### config.mk
export PLATFORM = sky130hd
export DESIGN_NAME = spi_slave
export DESIGN_NICKNAME = d
export VERILOG_FILES = /design/src/rtl/spi_pkg.sv /design/src/rtl/spi_sync_edge.sv /design/src/rtl/spi_slave.sv
export SDC_FILE = /design/constraint.sdc
export NUM_CORES = 1
export LEC_CHECK = 0
export CAP_MARGIN = 30
export CORE_MARGIN = 4
export CORE_UTILIZATION = 35
export CTS_CLUSTER_SIZE = 14
export DETAILED_ROUTE_END_ITERATION = 8
export PLACE_DENSITY = 0.66
export RECOVER_POWER = 25
export SLEW_MARGIN = 20
export SYNTH_ARGS = -nofsm -noshare
export SYNTH_HDL_FRONTEND = slang
export SYNTH_SLANG_ARGS = --single-unit
### constraint.sdc
create_clock -name clk -period 3.13 [get_ports clk]
set_clock_uncertainty 0.15 [all_clocks]
set_input_delay 0.626 -clock clk [delete_from_list [all_inputs] [get_ports clk]]
set_output_delay 0.626 -clock clk [all_outputs]
set_load 0.1 [all_outputs]
### src/rtl/spi_pkg.sv
// Shared SPI definitions used by both the SPI master and the SPI slave.
package spi_pkg;

    // {CPOL, CPHA} encodings
    typedef enum logic [1:0] {
        MODE0 = 2'd0,
        MODE1 = 2'd1,
        MODE2 = 2'd2,
        MODE3 = 2'd3
    } spi_mode_e;

    typedef enum logic {
        ST_IDLE   = 1'b0,
        ST_ACTIVE = 1'b1
    } spi_state_e;

    // Bit counter width; words are at most 16 bits long.
    localparam int BITCNT_W      = 5;
    localparam int MAX_WORD_LEN  = 16;

    // Word returned when the host has nothing queued.
    localparam int DUMMY_DEFAULT = 'hFF;

endpackage

### src/rtl/spi_sync_edge.sv
// Multi-flop synchroniser with rise/fall pulses, detected against one extra flop.
module spi_sync_edge #(
    parameter int   STAGES    = 2,
    parameter logic RESET_VAL = 1'b0
) (
    input  logic clk,
    input  logic rst,
    input  logic din,
    output logic level,
    output logic rise,
    output logic fall
);

    logic [STAGES-1:0] sync;
    logic              prev;

    // Synchroniser chain plus the history flop used for edge detection.
    always_ff @(posedge clk or posedge rst) begin
        if (rst) begin
            sync <= {STAGES{RESET_VAL}};
            prev <= RESET_VAL;
        end else begin
            sync <= {sync[STAGES-2:0], din};
            prev <= sync[STAGES-1];
        end
    end

    assign level = sync[STAGES-1];
    assign rise  = level & ~prev;
    assign fall  = ~level & prev;

endmodule

### src/rtl/spi_slave.sv
// SPI slave: oversampled pins, all four modes, MSB/LSB first, tx holding buffer and rx register.
//
// state     | meaning
// ----------+-------------------------------------------------------------
// ST_IDLE   | ss high; miso held at 1, waiting for ss to fall
// ST_ACTIVE | ss low; sampling mosi and shifting miso on sck edges
module spi_slave
    import spi_pkg::*;
#(
    parameter int                  WORD_LEN    = 8,
    parameter int                  SYNC_STAGES = 2,
    parameter logic [WORD_LEN-1:0] DUMMY       = WORD_LEN'(DUMMY_DEFAULT)
) (
    input  logic                clk,
    input  logic                rst,
    input  logic                sck,
    input  logic                ss,
    input  logic                mosi,
    output logic                miso,
    output logic                miso_oe,
    input  logic [1:0]          mode,
    input  logic                lsbfirst,
    input  logic [WORD_LEN-1:0] tx_data,
    input  logic                tx_wr,
    output logic                tx_empty,
    output logic                tx_err,
    output logic [WORD_LEN-1:0] rx_data,
    output logic                rx_valid,
    input  logic                rx_rd,
    output logic                rx_ovr,
    input  logic                clr_err,
    output logic                busy
);

    localparam logic [BITCNT_W-1:0] LAST_CNT = BITCNT_W'(WORD_LEN);

    logic sck_s, sck_rise, sck_fall;
    logic ss_s, ss_rise, ss_fall;
    logic mosi_s, mosi_rise_unused, mosi_fall_unused;
    logic ss_level_unused, sck_level_unused;

    spi_sync_edge #(.STAGES(SYNC_STAGES), .RESET_VAL(1'b0)) u_sync_sck (
        .clk(clk), .rst(rst), .din(sck),
        .level(sck_s), .rise(sck_rise), .fall(sck_fall)
    );

    spi_sync_edge #(.STAGES(SYNC_STAGES), .RESET_VAL(1'b1)) u_sync_ss (
        .clk(clk), .rst(rst), .din(ss),
        .level(ss_s), .rise(ss_rise), .fall(ss_fall)
    );

    spi_sync_edge #(.STAGES(SYNC_STAGES), .RESET_VAL(1'b1)) u_sync_mosi (
        .clk(clk), .rst(rst), .din(mosi),
        .level(mosi_s), .rise(mosi_rise_unused), .fall(mosi_fall_unused)
    );

    // Only edges of sck/ss matter; their levels are not needed.
    assign ss_level_unused  = ss_s;
    assign sck_level_unused = sck_s;

    spi_state_e          state, state_n;
    logic                cpol_q, cpol_n;
    logic                cpha_q, cpha_n;
    logic                lsb_q, lsb_n;
    logic [BITCNT_W-1:0] bitcnt, bitcnt_n;
    logic [WORD_LEN-1:0] shift_in, shift_in_n;
    logic [WORD_LEN-1:0] shift_out, shift_out_n;
    logic [WORD_LEN-1:0] tx_buf, tx_buf_n;
    logic [WORD_LEN-1:0] rx_data_q, rx_data_n;
    logic                miso_q, miso_n;
    logic                tx_empty_q, tx_empty_n;
    logic                tx_err_q, tx_err_n;
    logic                rx_valid_q, rx_valid_n;
    logic                rx_ovr_q, rx_ovr_n;

    function automatic logic first_bit(input logic [WORD_LEN-1:0] w, input logic lsb);
        return lsb ? w[0] : w[WORD_LEN-1];
    endfunction

    // Shift the word one place in transmission order, inserting b at the vacated end.
    function automatic logic [WORD_LEN-1:0] shift_word(input logic [WORD_LEN-1:0] w,
                                                      input logic lsb, input logic b);
        return lsb ? {b, w[WORD_LEN-1:1]} : {w[WORD_LEN-2:0], b};
    endfunction

    // State and datapath registers.
    always_ff @(posedge clk or posedge rst) begin
        if (rst) begin
            state      <= ST_IDLE;
            cpol_q     <= 1'b0;
            cpha_q     <= 1'b0;
            lsb_q      <= 1'b0;
            bitcnt     <= '0;
            shift_in   <= '0;
            shift_out  <= '0;
            tx_buf     <= '0;
            rx_data_q  <= '0;
            miso_q     <= 1'b1;
            tx_empty_q <= 1'b1;
            tx_err_q   <= 1'b0;
            rx_valid_q <= 1'b0;
            rx_ovr_q   <= 1'b0;
        end else begin
            state      <= state_n;
            cpol_q     <= cpol_n;
            cpha_q     <= cpha_n;
            lsb_q      <= lsb_n;
            bitcnt     <= bitcnt_n;
            shift_in   <= shift_in_n;
            shift_out  <= shift_out_n;
            tx_buf     <= tx_buf_n;
            rx_data_q  <= rx_data_n;
            miso_q     <= miso_n;
            tx_empty_q <= tx_empty_n;
            tx_err_q   <= tx_err_n;
            rx_valid_q <= rx_valid_n;
            rx_ovr_q   <= rx_ovr_n;
        end
    end

    logic                lead, trail, sample_edge, shift_edge;
    logic                load, load_cpha, load_lsb, word_done;
    logic                tx_err_set, rx_ovr_set;
    logic [WORD_LEN-1:0] load_word;
    logic [BITCNT_W-1:0] bitcnt_inc;

    // Next-state, shift engine, tx buffer and rx register updates.
    always_comb begin
        state_n     = state;
        cpol_n      = cpol_q;
        cpha_n      = cpha_q;
        lsb_n       = lsb_q;
        bitcnt_n    = bitcnt;
        shift_in_n  = shift_in;
        shift_out_n = shift_out;
        tx_buf_n    = tx_buf;
        rx_data_n   = rx_data_q;
        miso_n      = miso_q;
        tx_empty_n  = tx_empty_q;
        rx_valid_n  = rx_valid_q;
        load        = 1'b0;
        load_cpha   = cpha_q;
        load_lsb    = lsb_q;
        load_word   = DUMMY;
        word_done   = 1'b0;
        tx_err_set  = 1'b0;
        rx_ovr_set  = 1'b0;
        bitcnt_inc  = bitcnt + 1'b1;

        lead        = cpol_q ? sck_fall : sck_rise;
        trail       = cpol_q ? sck_rise : sck_fall;
        sample_edge = cpha_q ? trail : lead;
        shift_edge  = cpha_q ? lead  : trail;

        case (state)
            ST_IDLE: begin
                miso_n = 1'b1;
                if (ss_fall) begin
                    state_n    = ST_ACTIVE;
                    cpol_n     = mode[1];
                    cpha_n     = mode[0];
                    lsb_n      = lsbfirst;
                    bitcnt_n   = '0;
                    shift_in_n = '0;
                    load       = 1'b1;
                    load_cpha  = mode[0];
                    load_lsb   = lsbfirst;
                end
            end
            ST_ACTIVE: begin
                if (ss_rise) begin
                    state_n  = ST_IDLE;
                    miso_n   = 1'b1;
                    bitcnt_n = '0;
                end else begin
                    if (sample_edge) begin
                        shift_in_n = shift_word(shift_in, lsb_q, mosi_s);
                        if (bitcnt_inc == LAST_CNT) begin
                            word_done = 1'b1;
                            bitcnt_n  = '0;
                            load      = 1'b1;
                        end else begin
                            bitcnt_n = bitcnt_inc;
                        end
                    end
                    // With CPHA=0 the trailing edge that closes a word must not shift:
                    // the next word's first bit was already driven at word done.
                    if (shift_edge && (cpha_q || bitcnt != '0)) begin
                        miso_n      = first_bit(shift_out, lsb_q);
                        shift_out_n = shift_word(shift_out, lsb_q, 1'b1);
                    end
                end
            end
            default: state_n = ST_IDLE;
        endcase

        if (load) begin
            if (!tx_empty_q) begin
                load_word  = tx_buf;
                tx_empty_n = 1'b1;
            end
            if (!load_cpha) begin
                miso_n      = first_bit(load_word, load_lsb);
                shift_out_n = shift_word(load_word, load_lsb, 1'b1);
            end else begin
                shift_out_n = load_word;
            end
        end

        // A load frees the buffer in the same cycle, so a coincident write is accepted.
        if (tx_wr) begin
            if (tx_empty_q || load) begin
                tx_buf_n   = tx_data;
                tx_empty_n = 1'b0;
            end else begin
                tx_err_set = 1'b1;
            end
        end

        if (word_done) begin
            rx_data_n  = shift_in_n;
            rx_valid_n = 1'b1;
            rx_ovr_set = rx_valid_q & ~rx_rd;
        end else if (rx_rd) begin
            rx_valid_n = 1'b0;
        end

        tx_err_n = (tx_err_q & ~clr_err) | tx_err_set;
        rx_ovr_n = (rx_ovr_q & ~clr_err) | rx_ovr_set;
    end

    assign miso     = miso_q;
    assign miso_oe  = (state == ST_ACTIVE);
    assign busy     = (state == ST_ACTIVE);
    assign tx_empty = tx_empty_q;
    assign tx_err   = tx_err_q;
    assign rx_data  = rx_data_q;
    assign rx_valid = rx_valid_q;
    assign rx_ovr   = rx_ovr_q;

endmodule

**Word-level counts from Yosys, hierarchy flattened**

Index checks and enable logic that the tools add are counted.

- Register bits after elaboration: 54
- Input bits: 19
- Output and inout port bits: 15
- Word-level logic and storage cells: 100

- Add/sub/neg operators: 1
- Equality and inequality tests: 4
- Muxes and demuxes: 49
- Bitwise operators: 16
- Reductions and logical operators: 11

Operator list:

| cell | number |
|---|---|
| $mux W8 | 12 |
| $mux W1 | 28 |
| $mux W5 | 4 |
| $pmux W8 S2 | 1 |
| $pmux W5 S2 | 1 |
| $and A1 B1 Y1 | 7 |
| $not A1 Y1 | 7 |
| $pmux W1 S2 | 3 |
| $reduce_and A2 Y1 | 3 |
| $reduce_bool A2 Y1 | 3 |
| $add A5 B1 Y5 const B | 1 |
| $eq A5 B4 Y1 const B | 1 |
| $reduce_bool A5 Y1 | 1 |
| $ne A3 B2 Y1 const B | 1 |
| $reduce_and A3 Y1 | 1 |
| $logic_or A1 B1 Y1 | 2 |
| $ne A2 B1 Y1 const B | 1 |
| $ne A2 B2 Y1 const B | 1 |
| $or A1 B1 Y1 | 2 |
| $logic_and A1 B1 Y1 | 1 |

**Depth between registers and ports, before layout**

Gate-level depths: netlist of the first run.

- Depth in word-level cells: 11
- Mapped depth: 7
- Mapped depth without buffers: 7

**Modules after synthesis**

Synthesis of the first run repeated with hierarchy kept, for this count alone.

- Cell total of the unflattened synthesis: 236
- Area, all modules: 2819.0 um2

Modules (own cells, without submodules):

| module | instances | cells an instance | area an instance (um2) | sequential area each (um2) |
|---|---|---|---|---|
| spi_slave | 1 | 218 | 2529.9 | 1153.6 |
| spi_sync_edge (u_sync_mosi ...) | 2 | 6 | 97.6 | 78.8 |
| spi_sync_edge (u_sync_sck) | 1 | 6 | 93.8 | 75.1 |

**Worst setup path before layout of the first run**

Ideal clock, no wire load.

- Kind: register to register
- From: reg state (netlist: busy)
- To: reg shift_out[2]
- Library setup time: 0.152 ns
- Arrival: 2.486 ns
- Data required time: 2.828 ns
- Path slack: 0.343 ns
- Stages on the path, launching flop included: 7
- Path buffers: 1
- Period minus slack after synthesis: 2.787 ns
- Path through: dfrtp_1 > buf_4 > nor3b_4 > mux2i_1 > mux2_2 > mux2i_1 > a222oi_1

- Word-level cells in the longest chain between the ends: 4
- Elaborated cells on any way between the ends: 11
- Those cells by class: eq/ne: 1; mux: 6; bitwise: 1; reduce/logical: 3

Ends and longest elaborated chain:

| item | RTL line | RTL |
|---|---|---|
| start, declared | spi_slave.sv:61 | `spi_state_e state, state_n;` |
| start signal, assigned | spi_slave.sv:104 | `state <= state_n;` |
| $not A1 Y1 (no source line) / $mux W1 (equally long branches) | n/a |  |
| $pmux W1 S2 / $mux W8 (equally long branches) | spi_slave.sv:155, spi_slave.sv:83 |  |
| $ne A2 B1 Y1 (no source line) (tied with other cells) | n/a |  |
| $reduce_and A3 Y1 (no source line) / $mux W8 (equally long branches) | n/a |  |
| end signal, assigned | spi_slave.sv:110 | `shift_out <= shift_out_n;` |
| end, declared | spi_slave.sv:67 | `logic [WORD_LEN-1:0] shift_out, shift_out_n;` |

Parallel ways exist; a longest one is shown, timed or not.
A chain may end at the register's enable or synchronous reset.

**Worst setup path after layout of the first run**

Same ends and word-level chain as after synthesis.

==> results of run 1 <==
## registers in the layout, summed over array words and instances, names as in the netlist
signal and flops:
rx_data 8, shift_in 8, shift_out 8, tx_buf 8
bitcnt 5, u_sync_mosi.sync 2, u_sync_sck.sync 2, u_sync_ss.sync 2
busy 1, cpha_q 1, cpol_q 1, lsb_q 1
miso 1, rx_ovr 1, rx_valid 1, tx_empty 1
tx_err 1, u_sync_sck.prev 1, u_sync_ss.prev 1
## critical path, cell delays in order (launching register included)
cell,delay (ns)
dfrtp_1,0.54
nor3b_4,0.47
mux2i_1,0.68
mux2_2,0.40
mux2i_1,0.14
a222oi_1,0.11
## Yosys cell counts (2+ instances only)
| cell type | n | area (um2) |
|---|---|---|
| dfrtp_1 | 47 | 1180 |
| mux2i_1 | 35 | 350 |
| mux2_2 | 22 | 248 |
| nand2_1 | 20 | 75.1 |
| inv_1 | 15 | 56.3 |
| nor3_1 | 10 | 50.1 |
| nand3_1 | 8 | 40.0 |
| dfstp_2 | 7 | 184 |
| a222oi_1 | 6 | 60.1 |
| nor2_1 | 6 | 22.5 |
| buf_4 | 4 | 30.0 |
| nand2b_1 | 4 | 25.0 |
| nor2b_1 | 4 | 25.0 |
| o21ai_0 | 4 | 20.0 |
| buf_2 | 3 | 15.0 |
| ha_1 | 3 | 37.5 |
| xnor2_1 | 3 | 26.3 |
| a211oi_1 | 2 | 15.0 |
| a221o_1 | 2 | 20.0 |
| a22oi_1 | 2 | 15.0 |
| clkbuf_1 | 2 | 7.51 |
| nor4b_1 | 2 | 17.5 |
| or3_1 | 2 | 12.5 |
## layout by cell type, fill, tap and decap left out, drive strengths merged, types with 2 or more instances in the layout
cell,Yosys,final
nor2b,4,4
clkbuf,2,5
a222oi,6,6
nor3b,2,2
a22oi,2,2
dfstp,7,7
mux2,22,22
or3,2,2
nor4b,2,2
a211oi,2,2
nor2,6,6
clkdlybuf4s50,0,14
o21ai,4,4
dlygate4sd3,0,4
mux2i,35,35
nor3,10,10
nand3,8,8
a221o,2,2
dfrtp,47,47
nand2,20,20
buf,8,22
ha,3,3
inv,15,16
xnor2,3,3
nand2b,4,4
## layer usage
layer	routed length [um]	global-route usage
met2	2510	0.196
met5	0	0
met1	2690	0.188
met3	230	0.0242
met4	87	0.0438
## cells by family after synthesis
| group | count (synthesis) | synth area share |
|---|---|---|
| DFF | 54 | 0.503 |
| muxes | 57 | 0.221 |
| xor gates and xnor gates | 3 | 0.00973 |
| buffers and inverters | 25 | 0.0417 |
| adders and majority gates | 3 | 0.0139 |
| and+or+nand+nor | 63 | 0.124 |
| AOI/OAI and AO/OA | 27 | 0.0862 |
## metrics by stage
stage                     std cells  instance area, um2  utilization  power, W  hold WS, ns
final                           369                3230        0.439   0.00190        0.209
after global routing            369                3230        0.439   0.00201        0.218
after CTS                       369                3230        0.439   0.00192        0.215
after detailed placement        361                3110        0.423   0.00143        0.189
after global placement          361                3110        0.423   0.00142        0.183
after floorplan                 232                2700            -   0.00129        0.181
## path summary, 6_finish.rpt
check | start | end | slack (ns)
max in group asynchronous | rst | tx_empty$_DFF_PP1_ | 1.09
min in group asynchronous | rst | rx_data[4]$_DFFE_PP0P_ | 0.85
setup reg to reg | busy$_DFF_PP0_ | shift_out[2]$_DFFE_PP0P_ | 0.47
hold / removal | u_sync_sck.sync[0]$_DFF_PP0_ | u_sync_sck.sync[1]$_DFF_PP0_ | 0.21
hold reg to reg | u_sync_sck.sync[0]$_DFF_PP0_ | u_sync_sck.sync[1]$_DFF_PP0_ | 0.21
setup / recovery | busy$_DFF_PP0_ | shift_out[2]$_DFFE_PP0P_ | 0.47
## area by class of cell
| type | instances | share of cell area |
|---|---|---|
| flip-flops and latches | 54 | 0.421 |
| multi-input cells | 153 | 0.380 |
| repair buffers | 40 | 0.107 |
| well taps | 99 | 0.0383 |
| clock buffers | 5 | 0.0213 |
| inverters | 15 | 0.0174 |
| clock inverters | 3 | 0.0151 |
## power groups by stage
stage	sequential [W]	combinational, W	clock, W
after floorplan	0.000930	0.000361	0
after global placement	0.000921	0.000496	0
after detailed placement	0.000925	0.000502	0
after CTS	0.000912	0.000504	0.000507
after global routing	0.000928	0.000551	0.000534
final	0.000913	0.000501	0.000490
==> flow_summary_export.csv, run 1 <==
group,metric,value,unit
critical_path,start_kind,"flip-flop",
worst_hold_path,hold_path_depth,0,
grt,overflow,0,
logic_synthesis,synthFlopType,"dfrtp_1",
clock_tree,hold_buffers,0,
floorplan,rows,31,
critical_path,path_max_fanout,13,
logic_synthesis,yosysUniqueCellTypes,42,
critical_path,crit_type,"flip-flop to flip-flop",
drt,final_antenna_net_count,0,
grt,grt_pass1_wl,9370,um
sta,max-slew-margin-rel,0.296,
sta,drv_slew,0,
power,p_leak,1.48,nW
logic_synthesis,synth_edf_count,0,
drt,initialDrtViolationCount,151,
power,sequentialPowerShare,0.480,
floorplan,die_w,95.9,um
floorplan,io_pins,34,
drt,num_vias,1894,
sta,max_freq,376,MHz
sta,setup_tns,0,ns
drt,dr.pass1.iters,5,
power,intPower,0.00129,W
grt,grt_start_max_net_pins,29,
power,comb_power_share,0.263,
worst_hold_path,hold_path.class,"flip-flop to flip-flop",
placement,preCtsSetupSlack,0.565,ns
clock_tree,clockBufferDepth,2,
logic_synthesis,synth_cells,232,
final_layout,fillers,706,
grt,grt_pass1_vias,1878,
sta,fin_crit_sh,0.849,
logic_synthesis,synth-seq-cells,54,
clock_tree,root_buffer,"clkbuf_8",
outcome,status,"completed",
power,clkPwrFrac,0.257,
final_layout,ff_latch_area,1360,um2
logic_synthesis,syn_avg_cell_area,11.6,um2
clock_tree,htreeDepth,2,
placement,numPortBuffers,33,
clock_tree,cts_setup_buffers,0,
final_layout,multi_input_area,1230,um2
floorplan,core_area,7370,um2
sta,rsz0062_at_grt,"no",
clock_tree,cts.sinks,54,
critical_path,cp.required,3.14,ns
power,p_per_area,589,nW/um2
final_layout,nets,291,
sta,worst_slew_pin_slew,1.06,ns
sta,final_hold_viol_count,0,
sta,setup_viol_count_final,0,
placement,gp_congestion,0.803,
final_layout,drive_gt1_frac,0.230,
drt,drcViolationCount,0,
logic_synthesis,synth_area,2700,um2
critical_path,arrival,2.67,ns
clock_tree,numCtsBuffers,5,
floorplan,chipHeight,95.9,um
final_layout,diodes,0,
drt,wl_per_cell,15.0,um
grt,track_usage,0.130,
critical_path,reg2reg_depth,5,
job,maxCapViolations,0,
logic_synthesis,yosys_warnings,0,
clock_tree,clk_latency,0.32,ns
clock_tree,cts_tree,"done",
logic_synthesis,yosysSeqAreaShare,0.503,
drt,vias_per_cell,5.13,
placement,dp_hpwl,4020,um
sta,fin_crit,2.66,ns
final_layout,syn_to_final_growth,19.6,%
grt,antenna_found_initial,0,
floorplan,initial_core_util,0.367,
logic_synthesis,async_reset_ff_frac,1.00,
power,p_sw_frac,0.325,
clock_tree,cts.clk_slew.worst_paths,0.11,ns
power,p_sw,0.000619,W
logic_synthesis,synth_nets,254,
power,vdd_drop_max,243,uV
clock_tree,cts_resized,0,
floorplan,dieArea,9190,um2
drt,wirelength,5520,um
sta,setup_slack,0.474,ns
critical_path,endpoint_kind,"flip-flop",
Power figures use the tool's default switching activity.
==> run 2, diff against run 1 <==
Settings changed: PLACE_DENSITY 0.66 to 0.68.
Clock period 3.13 ns to 2.2 ns, I/O delays scaled along.
==> run 2 against run 1 <==
The flow now finishes with violations (setup timing). First-iteration DRC count rose by 19%. Final cell count rose by 8.9%. Non-clock buffer count rose by 33. Count of clock-buffer cells in the layout did not move. Global-route usage rose by 0.99 points. Clock power rose by 16%. Largest power group unchanged.
==> flow_summary_export.csv, run 2 (synthesized netlist as in run 1, its figures left out) <==
group,metric,value,unit
outcome,status,"finished with violations",
outcome,failed_checks,"setup timing",
final_layout,nets,324,
grt,overflow,0,
final_layout,fillers,676,
worst_hold_path,hold_path.class,"flip-flop to flip-flop",
power,p_sw_frac,0.332,
final_layout,drive_gt1_frac,0.399,
floorplan,io_pins,34,
drt,dr.pass1.iters,6,
drt,drcViolationCount,0,
power,sequentialPowerShare,0.446,
floorplan,rows,31,
critical_path,worstReg2RegStart,"bitcnt[1]$_DFFE_PP0P_",
floorplan,die_w,95.9,um
floorplan,chipHeight,95.9,um
placement,gp_congestion,0.823,
critical_path,cp.required,2.26,ns
critical_path,arrival,2.35,ns
critical_path,crit_type,"flip-flop to flip-flop",
grt,antenna_found_initial,0,
worst_hold_path,hold_end,"u_sync_ss.sync[1]$_DFF_PP1_",
sta,drv_slew,0,
clock_tree,cts.sinks,54,
clock_tree,root_buffer,"clkbuf_8",
critical_path,start_kind,"flip-flop",
final_layout,final_util,0.515,
drt,final_antenna_net_count,0,
clock_tree,hold_buffers,0,
floorplan,initial_core_util,0.367,
power,clkPwrFrac,0.194,
clock_tree,htreeDepth,2,
power,p_leak,1.76,nW
final_layout,layout_commonest_cell,"dfrtp_1",
power,p_per_area,771,nW/um2
sta,rsz0062_at_grt,"yes",
drt,initialDrtViolationCount,179,
floorplan,core_area,7370,um2
drt,wirelength,6070,um
critical_path,cp-startpoint,"bitcnt[1]$_DFFE_PP0P_",
sta,setup_slack,-0.0963,ns
grt,grt_pass1_wl,10000,um
sta,fin_crit,2.30,ns
final_layout,diodes,0,
critical_path,r2r_setup_slack,-0.1,ns
job,maxCapViolations,0,
floorplan,dieArea,9190,um2
placement,dp_hpwl,4200,um
clock_tree,numCtsBuffers,5,
sta,final_hold_viol_count,0,
sta,max-slew-margin-rel,0.452,
drt,vias_per_cell,5.05,
grt,track_usage,0.140,
critical_path,reg2reg_depth,7,
grt,grt_pass1_vias,2066,
power,vdd_drop_max,302,uV
grt,grt_start_max_net_pins,23,
drt,wl_per_cell,15.1,um
clock_tree,clk_latency,0.32,ns
worst_hold_path,hold_path_depth,0,
worst_hold_path,hold_path.startpoint,"u_sync_ss.sync[0]$_DFF_PP1_",
power,p_sw,0.000974,W
power,total_power,0.00293,W
clock_tree,cts.clk_slew.worst_paths,0.10,ns
critical_path,endpoint_kind,"flip-flop",
sta,fin_crit_sh,1.04,
critical_path,path_max_fanout,8,
clock_tree,cts_tree,"done",
sta,setup_tns,-0.811,ns
critical_path,timing.rr.end,"tx_buf[6]$_DFFE_PP0P_",
power,comb_power_share,0.359,
sta,max_freq,435,MHz
final_layout,final_cell_mix,"dfrtp_1, buf_4, mux2i_1",
sta,setup_viol_count_final,10,
power,intPower,0.00196,W
placement,numPortBuffers,33,
final_layout,syn_to_final_growth,40.6,%
drt,num_vias,2030,
clock_tree,clockBufferDepth,2,
sta,worst_slew_pin_slew,0.822,ns
## run 2: worst max path at each step
stage	slack (ns)	endpoint
4_1_cts	-0.1	tx_buf[6]$_DFFE_PP0P_
2_1_floorplan	-0.30	shift_out[2]$_DFFE_PP0P_
3_5_place_dp	-0.14	rx_data[5]$_DFFE_PP0P_
5_1_grt	-0.20	shift_out[2]$_DFFE_PP0P_
3_3_place_gp	-0.06	rx_data[1]$_DFFE_PP0P_
6_report	-0.1	tx_buf[6]$_DFFE_PP0P_
## run 2: metrics by stage
step / instances / instance area, um2 / hold slack, ns / setup WS (ns)
after floorplan: 232 / 2750 / 0.181 / -0.300
after detailed placement: 383 / 3410 / 0.192 / -0.140
final: 402 / 3800 / 0.210 / -0.0963
after global placement: 383 / 3410 / 0.183 / -0.0570
after global routing: 402 / 3800 / 0.212 / -0.195
after CTS: 402 / 3670 / 0.211 / -0.0975
## run 2: cell type report
type	instances	area (um2)	area share
repair buffers	73	707	0.186
clock inverters	3	26.3	0.00692
well taps	99	124	0.0326
flip-flops and latches	54	1360	0.359
inverters	15	58.8	0.0155
clock buffers	5	68.8	0.0181
multi-input cells	153	1450	0.382
## run 2: power by group through the flow
stage / clock network, W / logic (W) / registers [W]
after CTS: 0.000592 / 0.000968 / 0.00129
after global routing: 0.000623 / 0.00113 / 0.00133
after global placement: 0 / 0.000854 / 0.00130
after floorplan: 0 / 0.000545 / 0.00133
final: 0.000570 / 0.00105 / 0.00131
after detailed placement: 0 / 0.000871 / 0.00131
## run 2: worst max-delay path, cell delays in order, from the launching register on
cell and delay, ns:
dfrtp_2 0.47, ha_4 0.18, nor4b_4 0.12, a41o_1 0.25
and4b_2 0.29, o31ai_4 0.25, buf_12 0.18, mux2_4 0.30
## run 2: timing repair
action | 4_1_cts | 5_1_grt
setup endpoints to repair | 26 | 29
gates resized for setup | 20 | 27
pin swaps | 8 | 16
setup buffers | 11 | 2
## run 2: metal layers
metal / wire length [um] / vias up / track usage
met5: 0 / - / 0
met4: 95 / 0 / 0.0581
met3: 219 / 6 / 0.0211
met2: 3020 / 46 / 0.224
met1: 2740 / 1000 / 0.190
li1: - / 978 / -
==> edit 1: new RTL, settings of run 2 <==
Make the reset (`rst`) synchronous in 2 clocked blocks.
--- a/src/rtl/spi_sync_edge.sv
+++ b/src/rtl/spi_sync_edge.sv
@@ -15,7 +15,7 @@
     logic              prev;
 
     // Synchroniser chain plus the history flop used for edge detection.
-    always_ff @(posedge clk or posedge rst) begin
+    always_ff @(posedge clk) begin
         if (rst) begin
             sync <= {STAGES{RESET_VAL}};
             prev <= RESET_VAL;
--- a/src/rtl/spi_slave.sv
+++ b/src/rtl/spi_slave.sv
@@ -84,7 +84,7 @@
     endfunction
 
     // State and datapath registers.
-    always_ff @(posedge clk or posedge rst) begin
+    always_ff @(posedge clk) begin
         if (rst) begin
             state      <= ST_IDLE;
             cpol_q     <= 1'b0;
Behaviour: differs if rst is asserted again (counterexample within 4 cycles, from zero or initial values and one cycle with rst high); with rst held inactive, the same outputs for 10 cycles.
==> edit 1 against run 2 <==
Wire length is 3.9% lower. Worst hold slack better by 0.056 ns. Design area is 13% lower. Sequential cell count stayed put. Die area is 1.5% lower. Area after synthesis is 1.6% lower. Via count is 5.1% higher. Maximum frequency is 11% higher. Setup slack better by 0.23 ns. Critical endpoint is now shift_out[1]. Largest cell class unchanged. Highest routed layer unchanged.
Power is not compared: it rests on default switching activity, and its combinational part moved more than twofold at a synthesized area within 25%.
==> edit 1: results (changes against run 2) <==
- Status: finished, final reports clean (was finished with violations)
- Hold Crit Endpoint: u_sync_mosi.sync[1] (was u_sync_ss.sync[1])
- Sequential cell area: 1090 um2 (was 1360 um2)
- Hold depth: 1 (was 0)
- Multi-input combinational area share: 45.9% (was 38.2%)
- Non-clk bufs: 52 (was 73)
- Syn Std Cell Area: 2660 um2 (was 2700 um2)
- CP endpoint: shift_out[1] (was tx_buf[6])
- Layout area overhead: 24.3% (was 40.6%)
- CP Max Fanout: 6 (was 8)
- F_max: 484 MHz (was 435 MHz)
- Drt first pass iters: 4 (was 6)
- Placed cell count: 414 (was 383)
- Critical Path AT: 2.11 ns (was 2.35 ns)
- Sequential area share after synthesis: 40.7% (was 50.3%)
- Largest cells by area after synthesis: dfxtp_1 41%, mux2i_1 16%, nor2_1 4.7% (was dfrtp_1 44%, mux2i_1 13%, mux2_2 9.2%)
- Setup WS pre-CTS: 0.0603 ns (was -0.140 ns)
- WL per Instance: 13.8 um (was 15.1 um)
- Data buffer area share: 14.2% (was 18.6%)
- Slew @ Worst Pin: 0.542 ns (was 0.822 ns)
- GPL Wtd Cong: 0.820 (was 0.823)
- FFs w/ async S/R, synth: 0% (was 100%)
- Drt via density: 5.05 (about the same)
- Hold_ws: 0.266 ns (was 0.210 ns)
- Non-clk invs: 5 (was 15)
- CP max stage delay: 0.35 ns (was 0.47 ns)
- Synth Area in Adders: 1.41% (was 1.39%)
- Commonest cells post-synth: 54 x dfxtp_1, 42 x mux2i_1, 33 x nor2_1 (was 47 x dfrtp_1, 35 x mux2i_1, 22 x mux2_2)
- Reg2reg setup slack: 0.13 ns (was -0.1 ns)
- Share of layout cells above drive strength 1: 22.0% (was 39.9%)
- Clock-cell share: 2.50% (about the same)
- GRT Util Overall: 13.1% (was 14.0%)
- Largest net degree at the start of global routing: 47 (was 23)
- Fillers: 690 (was 676)
- Distinct cell type count after synthesis: 50 (was 42)
- Hold Crit Start: u_sync_mosi.sync[0] (was u_sync_ss.sync[0])
- Mux contribution to synthesized area: 18.2% (was 22.1%)
- Worst-Skew Late Latency: 0.30 ns (was 0.32 ns)
- Synth Net Count: 302 (was 254)
- Vias in the first global route: 2,070 (was 2,066)
- Post-CTS Resized: 0 (was 20)
- Main synth FF type: dfxtp_1 (was dfrtp_1)
==> edit 1: power by group through the flow <==
stage | combinational [mW] | sequential [mW] | clock [mW]
2_1_floorplan | 0.129 | 1.07 | 0
3_3_place_gp | 0.238 | 1.05 | 0
3_5_place_dp | 0.239 | 1.05 | 0
4_1_cts | 0.240 | 1.03 | 0.568
5_1_grt | 0.256 | 1.03 | 0.601
6_report | 0.238 | 1.03 | 0.545
==> edit 1: cell families after synthesis <==
family | after synthesis
AO/OA/AOI/OAI | 51
multiplexers | 47
XOR/XNOR | 2
adder cells (fa/ha/maj) | 3
AND/OR/NAND/NOR | 102
flip-flops | 54
buffers and inverters | 21
==> edit 1: layer usage <==
metal | wire (um) | vias to the layer above | global-route usage [%]
li1 | - | 1071 | -
met1 | 2850 | 1004 | 18.4
met2 | 2620 | 50 | 20.6
met3 | 300 | 8 | 2.84
met4 | 68 | 0 | 3.13
met5 | 0 | - | 0
==> edit 2: new RTL, config.mk and constraints of run 2 <==
Without the edit above. `RESET_VAL` is set to 1'b0 in 2 places; all go to 1'b1.
--- a/src/rtl/spi_sync_edge.sv
+++ b/src/rtl/spi_sync_edge.sv
@@ -1,7 +1,7 @@
 // Multi-flop synchroniser with rise/fall pulses, detected against one extra flop.
 module spi_sync_edge #(
     parameter int   STAGES    = 2,
-    parameter logic RESET_VAL = 1'b0
+    parameter logic RESET_VAL = 1'b1
 ) (
     input  logic clk,
     input  logic rst,
--- a/src/rtl/spi_slave.sv
+++ b/src/rtl/spi_slave.sv
@@ -39,7 +39,7 @@
     logic mosi_s, mosi_rise_unused, mosi_fall_unused;
     logic ss_level_unused, sck_level_unused;
 
-    spi_sync_edge #(.STAGES(SYNC_STAGES), .RESET_VAL(1'b0)) u_sync_sck (
+    spi_sync_edge #(.STAGES(SYNC_STAGES), .RESET_VAL(1'b1)) u_sync_sck (
         .clk(clk), .rst(rst), .din(sck),
         .level(sck_s), .rise(sck_rise), .fall(sck_fall)
     );
Behaviour: same outputs for any inputs over 10 cycles, from zero or initial values and one cycle with rst high; that may be too few to reach the edited logic, so the function may still have changed.
==> edit 2 against run 2 <==
Worst hold slack better by 0.0015 ns. Combinational power down 14%. Total power down 5.6%. The run still ends with setup timing left. Area after synthesis up 0.14%. Sequential cell count unchanged. Setup slack better by 0.080 ns. Design area down 5.9%. Synthesized cell count unchanged. Wire length down 8.8%. Non-clock buffer count down 14.
==> edit 2: results (changes against run 2) <==
- PnR worst setup slack: -0.0161 ns (was -0.0963 ns)
- Critical Path AT: 2.28 ns (was 2.35 ns)
- Multi-input combinational area share: 38.7% (was 38.2%)
- Fin nets: 310 (was 324)
- Setup WS pre-CTS: -0.0664 ns (was -0.140 ns)
- Share of layout cells above drive strength 1: 35.3% (was 39.9%)
- First-pass GRT wire length: 9.47 mm (was 10.0 mm)
- Drt first pass iters: 6 (unchanged)
- Cells after Synth: 232 (unchanged)
- Cell Area, Placed: 3370 um2 (was 3410 um2)
- Met3 usage: 2.74% (was 2.11%)
- Worst slew margin: 12.9% (was 45.2%)
- Data buffer area share: 15.5% (was 18.6%)
- Non-clk bufs: 59 (was 73)
- Met3 wire len: 222 um (was 219 um)
- Commonest cells post-synth: 44 x dfrtp_1, 35 x mux2i_1, 22 x mux2_2 (was 47 x dfrtp_1, 35 x mux2i_1, 22 x mux2_2)
- Placed cell count: 379 (was 383)
- Iter 0 DRT Violations: 94 (was 179)
- Clk slew on worst S/H paths: 0.10 ns (about the same)
- M2 GR Usage: 21.2% (was 22.4%)
- Hold_ws: 0.211 ns (was 0.210 ns)
- Post-DP HPWL: 4.00 mm (was 4.20 mm)
- Setup_tns: -0.100 ns (was -0.811 ns)
- Largest net degree at the start of global routing: 55 (was 23)
- DRT met1 WL: 2.64 mm (was 2.74 mm)
- Layout Cells excl Fill: 388 (was 402)
- Clock-cell share: 2.56% (was 2.50%)
- RR Startpoint: bitcnt[0] (was bitcnt[1])
- WL per Instance: 14.3 um (was 15.1 um)
- Final setup viols: 8 (was 10)
- Top Layer Used: met4 (unchanged)
- Vias in the first global route: 1,987 (was 2,066)
- Worst Reg-to-Reg Cells: 7 (unchanged)
- P_leak: 1.65 nW (was 1.76 nW)
- WL met2: 2.59 mm (was 3.02 mm)
- Sequential area share after synthesis: 50.4% (was 50.3%)
- Fillers: 688 (was 676)
- Worst flop-to-flop path endpoint: tx_buf[7] (was tx_buf[6])
- Hold Path Class: flip-flop to flip-flop (unchanged)
- Status: finished with violations (unchanged)
- Failing checks: setup timing (unchanged)
- PD cells: 774 nW/um2 (was 771 nW/um2)
- Worst vdd ir: 377 uV (was 302 uV)
- CLK BUF: 5 (unchanged)
- Seq/total area: 38.2% (was 35.9%)
- CP max stage delay: 0.41 ns (was 0.47 ns)
- GPL Wtd Cong: 0.817 (was 0.823)
- GRT Util Overall: 13.3% (was 14.0%)
- Slowest CP cell: dfrtp_1 (was dfrtp_2)
- Met1 Track Usage GR: 17.9% (was 19.0%)
- Worst-Skew Late Latency: 0.32 ns (about the same)
- Largest cells by area after synthesis: dfrtp_1 41%, mux2i_1 13%, dfstp_2 9.7% (was dfrtp_1 44%, mux2i_1 13%, mux2_2 9.2%)
- Drt via density: 5.06 (was 5.05)
==> edit 2: changes by cell type in the layout (fill, tap and decap cells not counted), moves of 2 or more <==
cell / change
ha_2: +2
clkinv_4: -3
mux2_4: -2
buf_4: -9
dfrtp_2: -2
dfstp_2: +2
buf_6: -3
mux2_2: +2
ha_4: -3
buf_12: -2
inv_6: +2
==> edit 2: what timing repair did <==
action                     in CTS  in global routing
gates resized for setup         3                 24
setup buffers                   0                  1
setup endpoints to repair      25                 27
pin swaps                       0                  0
==> edit 2: worst max-delay path by stage <==
| stage | from | end | cells after the start |
|---|---|---|---|
| floorplan | busy | shift_out[2] | 6 |
| global placement | bitcnt[0] | rx_data[2] | 6 |
| detailed placement | bitcnt[0] | rx_data[1] | 6 |
| CTS | bitcnt[0] | tx_buf[2] | 7 |
| finish | bitcnt[0] | tx_buf[7] | 7 |
| global route | u_sync_ss.prev | shift_out[2] | 5 |
==> edit 2: logic make-up (layout without fill, tap and decap cells) <==
| group | count (synthesis) | count (layout) | share of synthesized area (%) |
|---|---|---|---|
| AOI/OAI and AO/OA | 27 | 27 | 8.60 |
| and+or+nand+nor | 63 | 63 | 12.4 |
| adders and majority gates | 3 | 3 | 1.39 |
| DFF | 54 | 54 | 50.4 |
| xor gates and xnor gates | 3 | 3 | 0.972 |
| buffers and inverters | 25 | 82 | 4.16 |
| muxes | 57 | 57 | 22.1 |
==> edit 2: where the power goes <==
part	internal, mW	leakage [nW]	switching (mW)	total (mW)
clock network	0.231	0.0489	0.346	0.577
registers	1.15	0.662	0.136	1.28
logic	0.475	0.940	0.429	0.904
total	1.85	1.65	0.912	2.77
